===== src/rtl/hsv2rgb_pipe.sv =====
// hsv2rgb_pipe: pipelined HSV to RGB converter with valid/ready flow control and user sideband
module hsv2rgb_pipe #(
  parameter int W = 8,
  parameter int USER_W = 1
) (
  input  logic              clock,
  input  logic              reset,
  input  logic [W-1:0]      h,
  input  logic [W-1:0]      s,
  input  logic [W-1:0]      v,
  input  logic [USER_W-1:0] user_i,
  input  logic              in_valid_i,
  output logic              in_ready_o,
  output logic [W-1:0]      r,
  output logic [W-1:0]      g,
  output logic [W-1:0]      b,
  output logic [USER_W-1:0] user_o,
  output logic              out_valid_o,
  input  logic              out_ready_i
);
  localparam logic [W-1:0] M = '1;
  function automatic logic [W-1:0] mul(input logic [W-1:0] x, input logic [W-1:0] y);
    logic [2*W:0] t;
    t = (2*W+1)'(x) * (2*W+1)'(y) + (2*W+1)'(1 << (W-1));
    return W'((t + (t >> W)) >> W);
  endfunction
  logic              vld1, vld2, vld3;
  logic              en1, en2, en3, en4;
  logic [W+2:0]      hh;
  logic [2:0]        sec1, sec2, sec3;
  logic [W-1:0]      f1, s1, v1, v2, p2, sf2, sg2, v3, p3, q3, t3;
  logic [USER_W-1:0] u1, u2, u3;
  logic [W-1:0]      rn, gn, bn;
  // a stage may load whenever it is empty or the stage after it is moving
  assign en4 = !out_valid_o | out_ready_i;
  assign en3 = !vld3 | en4;
  assign en2 = !vld2 | en3;
  assign en1 = !vld1 | en2;
  assign in_ready_o = en1;
  assign hh = (W+3)'(h) * (W+3)'(6);
  always_ff @(posedge clock or posedge reset)
    if (reset) begin
      vld1 <= 1'b0;
      {sec1, f1, s1, v1, u1} <= '0;
    end else if (en1) begin
      vld1 <= in_valid_i;
      if (in_valid_i) {sec1, f1, s1, v1, u1} <= {hh[W+2:W], hh[W-1:0], s, v, user_i};
    end
  always_ff @(posedge clock or posedge reset)
    if (reset) begin
      vld2 <= 1'b0;
      {sec2, u2, v2, p2, sf2, sg2} <= '0;
    end else if (en2) begin
      vld2 <= vld1;
      if (vld1) {sec2, u2, v2, p2, sf2, sg2} <= {sec1, u1, v1, mul(v1, M - s1), mul(s1, f1), mul(s1, M - f1)};
    end
  always_ff @(posedge clock or posedge reset)
    if (reset) begin
      vld3 <= 1'b0;
      {sec3, u3, v3, p3, q3, t3} <= '0;
    end else if (en3) begin
      vld3 <= vld2;
      if (vld2) {sec3, u3, v3, p3, q3, t3} <= {sec2, u2, v2, p2, mul(v2, M - sf2), mul(v2, M - sg2)};
    end
  always_comb begin
    rn = (sec3 == 3'd0 || sec3 == 3'd5) ? v3 : (sec3 == 3'd1) ? q3 : (sec3 == 3'd4) ? t3 : p3;
    gn = (sec3 == 3'd1 || sec3 == 3'd2) ? v3 : (sec3 == 3'd0) ? t3 : (sec3 == 3'd3) ? q3 : p3;
    bn = (sec3 == 3'd3 || sec3 == 3'd4) ? v3 : (sec3 == 3'd2) ? t3 : (sec3 == 3'd5) ? q3 : p3;
  end
  always_ff @(posedge clock or posedge reset)
    if (reset) begin
      out_valid_o <= 1'b0;
      {r, g, b, user_o} <= '0;
    end else if (en4) begin
      out_valid_o <= vld3;
      if (vld3) {r, g, b, user_o} <= {rn, gn, bn, u3};
    end
endmodule


===== config.mk =====
export PLATFORM = sky130hd
export DESIGN_NAME = hsv2rgb_pipe
export DESIGN_NICKNAME = d
export VERILOG_FILES = /design/src/rtl/hsv2rgb_pipe.sv
export SDC_FILE = /design/constraint.sdc
export NUM_CORES = 1
export LEC_CHECK = 0
export BUFFER_PORTS_ARGS = -buffer_cell sky130_fd_sc_hd__buf_2
export CAP_MARGIN = 5
export CORE_MARGIN = 2
export CORE_UTILIZATION = 50
export CTS_CLUSTER_DIAMETER = 100
export DETAILED_ROUTE_END_ITERATION = 6
export GPL_TIMING_DRIVEN = 0
export PLACE_DENSITY_LB_ADDON = 0.3
export SYNTH_ARGS = -nofsm -noshare
export SYNTH_HDL_FRONTEND = slang
export SYNTH_SLANG_ARGS = --single-unit

===== constraint.sdc =====
create_clock -name clock -period 7.6 [get_ports clock]
set_input_delay 0.76 -clock clock [delete_from_list [all_inputs] [get_ports clock]]
set_output_delay 0.76 -clock clock [all_outputs]
set_load 0.02 [all_outputs]

==> summary.md, run 1 <==
| Metric | Value |
|---|---|
| Ranking of synthesized cells by area | `fa_1, dfrtp_1, ha_1` |
| GRT Total Usage | `0.241` |
| DIE WIDTH | `between 150 and 200 µm` |
| Synth Flop Type | `dfrtp_1` |
| Crit Path Class | `flip-flop to flip-flop` |
| DR vias/cell | `5.53` |
| Final nets | `2,551` |
| Post-CTS Hold Fix Bufs | `0` |
| Worst r2r path cells | `25` |
| Ports | `56` |
| Crit path capture type | `flip-flop` |
| Mean Syn Cell Area | `between 9 and 10 µm²` |
| HPWL Detailed | `between 30,000 and 40,000 µm` |
| Synth Register Bits | `about 130` |
| Yosys top cell area share | `0.195` |
| CTS Root Cell | `clkbuf_16` |
| DR vias | `14,200` |
| CP arrival | `7.65 ns` |
| Vias in the first global route | `14,800` |
| GRT overflow | `0` |
| Wire length per cell | `17.1 µm` |
| Clock buffer count from CTS | `17` |
| Placer Congestion | `between 0.9 and 1` |
| CTS tree | `yes` |
| Final setup vio count | `0` |
| Crit path launch type | `flip-flop` |
| Sequential fraction of the synthesis area | `0.175` |
| Most common cell in the netlist | `inv_1` |
| Fin Clk Skew | `0.00910 ns` |
| Routed wire length | `43,900 µm` |
| Final Worst Setup Slack | `0.290 ns` |
| Drt drc | `0` |
| Drt pass-1 iters | `5` |
| CP required | `around 7.9 ns` |
| Die Ht | `195 µm` |
| Core Rows | `70` |
| Latest clock arrival within the worst-skew pair | `0.44 ns` |
| Core area | `36,300 µm²` |
| Synth cell count leaders | `inv_1, ha_1, fa_1` |
| Number of clock sinks | `128` |
| Area of the die | `38,100 µm²` |
| Number of synthesized flops with an enable pin | `0` |
| Share of cells above drive strength 1 | `0.0846` |
| Pin count of the biggest net entering global routing | `85` |
| Synthesized instance count | `2,016` |
| Fmax | `roughly 140 MHz` |
| Final Cycle Share | `0.962` |
| Max_slew headroom | `0.259` |
| Longest Clk Path Bufs | `2` |
| Async set-reset flop share out of synthesis | `1.00` |
| Setup TNS | `0 ns` |
| Final count of pins violating max slew | `0` |
| Diodes inserted | `0` |
| Hold WC Path Type | `primary input to async pin` |
| First-pass GRT wire length | `74,200 µm` |
| Worst slack at placement | `-0.464 ns` |
| CTS H-Tree Depth | `4` |
| Status | `finished, final reports clean` |
| Syn-to-layout area delta | `8.47%` |
| Worst-path fanout max | `10` |
| Port bufs | `55` |
| Synthesized Nets | `around 2,500` |
| Post-route ant nets | `0` |
| Worst slew pin tran | `1.10 ns` |
| Max-cap violations | `0` |
| Starting density of the core | `0.504` |
| Yosys cell types | `76` |
| Initial DRC Count | `906` |
| Mapped Area | `18,300 µm²` |
| Yosys top cell by area | `fa_1` |
| Reg clk slew, reported paths | `0.07 ns` |
| Final Hold Fails | `0` |
| Initial antenna violation count | `0` |
| Tmin final | `7.31 ns` |
| Synth Warn # | `0` |
## path summary, 6_finish.rpt
path / startpoint / endpoint / slack, ns
max in group asynchronous: reset / s1[0] / 6.50
min in group clock: b[1] / b[1] / 0.47
worst max-delay path: f1[2] / sf2[7] / 0.29
worst min register to register: b[1] / b[1] / 0.47
worst max register to register: f1[2] / sf2[7] / 0.29
worst min-delay path: reset / g[7] / 0.33
## cells by family after synthesis
logic type / Yosys count / share of synthesized area
compound gates: 332 / 0.123
buf+inv: 372 / 0.0768
xor+xnor: 92 / 0.0453
simple gates: 609 / 0.180
mux: 52 / 0.0314
fa+ha+maj: 431 / 0.368
flops: 128 / 0.175
## final cells by class
type | instances | area [µm²]
Buffer | 68 | 280
Clock buffer | 18 | 439
Clock inverter | 14 | 141
Fill cell | 3278 | 16400
Inverter | 302 | 1140
Multi-Input combinational cell | 1516 | 13700
Sequential cell | 128 | 3200
Tap cell | 468 | 586
Timing Repair Buffer | 58 | 318
## through the flow
stage / hold WS [ns] / cells / utilization / area (µm²)
finish: 0.334 / 2572 / 0.546 / 19800
global route: 0.361 / 2572 / 0.546 / 19800
CTS: 0.341 / 2572 / 0.545 / 19800
detailed placement: 0.454 / 2540 / 0.528 / 19200
global placement: 0.452 / 2539 / 0.528 / 19100
floorplan: 0.433 / 2016 / - / 18300
## placed cells by master (no fill, tap or decap), types with 19 or more instances in the layout
cell	synthesis	layout
nand2_1	155	155
mux2_2	43	43
a21o_1	32	32
fa_1	178	178
xnor2_1	56	55
o21ai_0	77	77
a211oi_1	19	19
nand2b_1	141	141
nor2b_1	120	120
inv_1	301	300
dfrtp_1	128	127
ha_1	253	253
xor2_1	34	34
clkbuf_1	63	50
a21oi_1	84	83
and2_1	55	55
buf_2	1	56
nor2_1	55	55
## layer usage
metal  routed length, µm  GRT usage
met1               19500      0.317
met2               21200      0.413
met3                1920     0.0344
met4                1260     0.0772
met5                   0          0
## worst max-delay path, stage by stage, from the launching register on
cell and delay, ns:
dfrtp_1 0.48, clkbuf_1 0.41, and2_1 0.21, fa_1 0.44, fa_1 0.49, fa_1 0.54
inv_1 0.05, fa_1 0.52, inv_1 0.04, ha_1 0.26, clkbuf_2 0.19, nor2_1 0.09
a211o_1 0.32, a31oi_2 0.30, o22a_1 0.27, nand3_1 0.19, or4_1 0.58, xnor2_2 0.22
inv_1 0.07, ha_1 0.37, a21o_1 0.19, a21oi_1 0.14, o21ai_0 0.17, a31oi_4 0.31
nor3_1 0.10, o31ai_1 0.25
## timing repair
action	CTS	global route
setup endpoints to repair	8	10
resized for setup	4	29
buffers inserted	0	2
pin swaps	0	1
Power of run 1 is not shown: default switching activity piles up to over one toggle a cycle in this logic, so the estimate is an artifact.
==> run 2, diff against run 1 <==
- MAX_ROUTING_LAYER: not set -> met4
==> run 2 against run 1 <==
Against the previous run: utilization about the same; register-to-register slack better by 0.09 ns; die area unchanged; maximum frequency up 1.2%; cell area about the same; sequential share of layout area about the same; setup slack better by 0.089 ns; sequential cell count unchanged; critical path type unchanged; hold slack better by 0.057 ns; global-route usage up 0.46 points; cell count about the same.
==> summary.md, run 2 (synthesis gave the netlist of run 1 again) <==
| Metric | Value |
|---|---|
| GRT Total Usage | `0.246` |
| Initial antenna violation count | `0` |
| Clock buffer count from CTS | `17` |
| Critical Path Most Common Cell | `fa_1` |
| Pin count of the biggest net entering global routing | `a little under 70` |
| Worst-path fanout max | `10` |
| Share of cells above drive strength 1 | `0.0837` |
| Vias in the first global route | `14,600` |
| CTS H-Tree Depth | `4` |
| Status | `finished, final reports clean` |
| Max stage delay on crit path | `~0.57 ns` |
| Final Worst Setup Slack | `0.378 ns` |
| CP arrival | `~7.6 ns` |
| Drt pass-1 iters | `5` |
| Post-CTS Hold Fix Bufs | `0` |
| Worst r2r path cells | `25` |
| CP required | `7.94 ns` |
| Core area | `~36,000 µm²` |
| Cells after DPL | `2,540` |
| Fmax | `roughly 140 MHz` |
| Leading cell type in the layout, fill and taps excluded | `inv_1` |
| Fin Clk Skew | `0.0218 ns` |
| Routed wire length | `43,700 µm` |
| Syn-to-layout area delta | `8.53%` |
| Final nets | `between 2,000 and 3,000` |
| Post-CTS setup buffer count | `0` |
| Longest Clk Path Bufs | `2` |
| Area of the die | `38,100 µm²` |
| RSZ-0062 raised after global routing | `false` |
| CTS Root Cell | `clkbuf_16` |
| Worst slack at placement | `-0.329 ns` |
| HPWL Detailed | `around 35,000 µm` |
| Hold WC Path Type | `primary input to async pin` |
| Buf/Inv on CP | `5` |
| Most frequent cells in the layout | `inv_1, ha_1, fa_1` |
| Post-route ant nets | `0` |
| CP max stage cell | `or4_1` |
| DIE WIDTH | `195 µm` |
| Final setup vio count | `0` |
| GRT overflow | `0` |
| Tmin final | `7.22 ns` |
| Final Cycle Share | `0.950` |
| Crit path launch type | `flip-flop` |
| Starting density of the core | `0.504` |
| Die Ht | `~200 µm` |
| CTS tree | `yes` |
| Crit path capture type | `flip-flop` |
| Reg clk slew, reported paths | `0.07 ns` |
| Number of clock sinks | `128` |
| Latest clock arrival within the worst-skew pair | `~0.45 ns` |
| CP delay by family, top | `adder cells` |
| Placer Congestion | `0.897` |
| Max-cap violations | `0` |
| Final count of pins violating max slew | `0` |
| DR vias | `14,200` |
| Port bufs | `55` |
| Worst slew pin tran | `approximately 1.1 ns` |
| Initial DRC Count | `776` |
| Crit Path Class | `flip-flop to flip-flop` |
| Final Hold Fails | `0` |
| Diodes inserted | `0` |
| Ports | `56` |
| First-pass GRT wire length | `73,400 µm` |
| DR vias/cell | `5.52` |
| Wire length per cell | `17.0 µm` |
| Non-Filler Instances | `~2,600` |
| Critical Path Stages | `25` |
| Core Rows | `70` |
| Max_slew headroom | `0.282` |
| Drt drc | `0` |
==> run 2: cell types whose count changed in the layout (fill, tap and decap cells not counted), moves of 2 or more <==
cell / change
inv_8: -3
buf_4: -2
bufinv_16: +2
clkbuf_2: +2
inv_6: +2
==> run 2: routing by layer <==
layer,GRT usage,wire length [µm]
met1,0.316,19700
met5,-,0
met4,0.0727,1180
met2,0.410,21200
met3,0.0299,1650
==> run 2: metrics by stage <==
stage / TNS, ns / hold WS [ns] / cell area, µm² / utilization
5_1_grt: 0 / 0.443 / 19800 / 0.547
3_3_place_gp: -0.706 / 0.450 / 19100 / 0.528
3_5_place_dp: -1.84 / 0.450 / 19200 / 0.528
4_1_cts: 0 / 0.408 / 19800 / 0.545
6_report: 0 / 0.391 / 19800 / 0.547
2_1_floorplan: 0 / 0.433 / 18300 / -
==> run 2: final cells by class <==
type	instances	area [µm²]
Inverter	302	1140
Timing Repair Buffer	56	303
Sequential cell	128	3200
Multi-Input combinational cell	1516	13700
Clock inverter	14	169
Fill cell	3303	16400
Clock buffer	17	425
Tap cell	468	586
Buffer	69	283
==> run 2: path summary, 6_finish.rpt <==
path | to | slack, ns | start
hold reg to reg | r[0] | 0.47 | r[0]
setup reg to reg | sf2[5] | 0.38 | f1[6]
hold / removal | g[7] | 0.39 | reset
max in group asynchronous | s1[0] | 6.46 | reset
setup / recovery | sf2[5] | 0.38 | f1[6]
min in group clock | r[0] | 0.47 | r[0]
==> run 2: timing repair <==
action                                  in CTS  in global routing
resized for setup                            2                 33
hold endpoints to repair                     0                  0
endpoints found under the setup margin       8                 14
Power of run 2 is left out for the same reason.
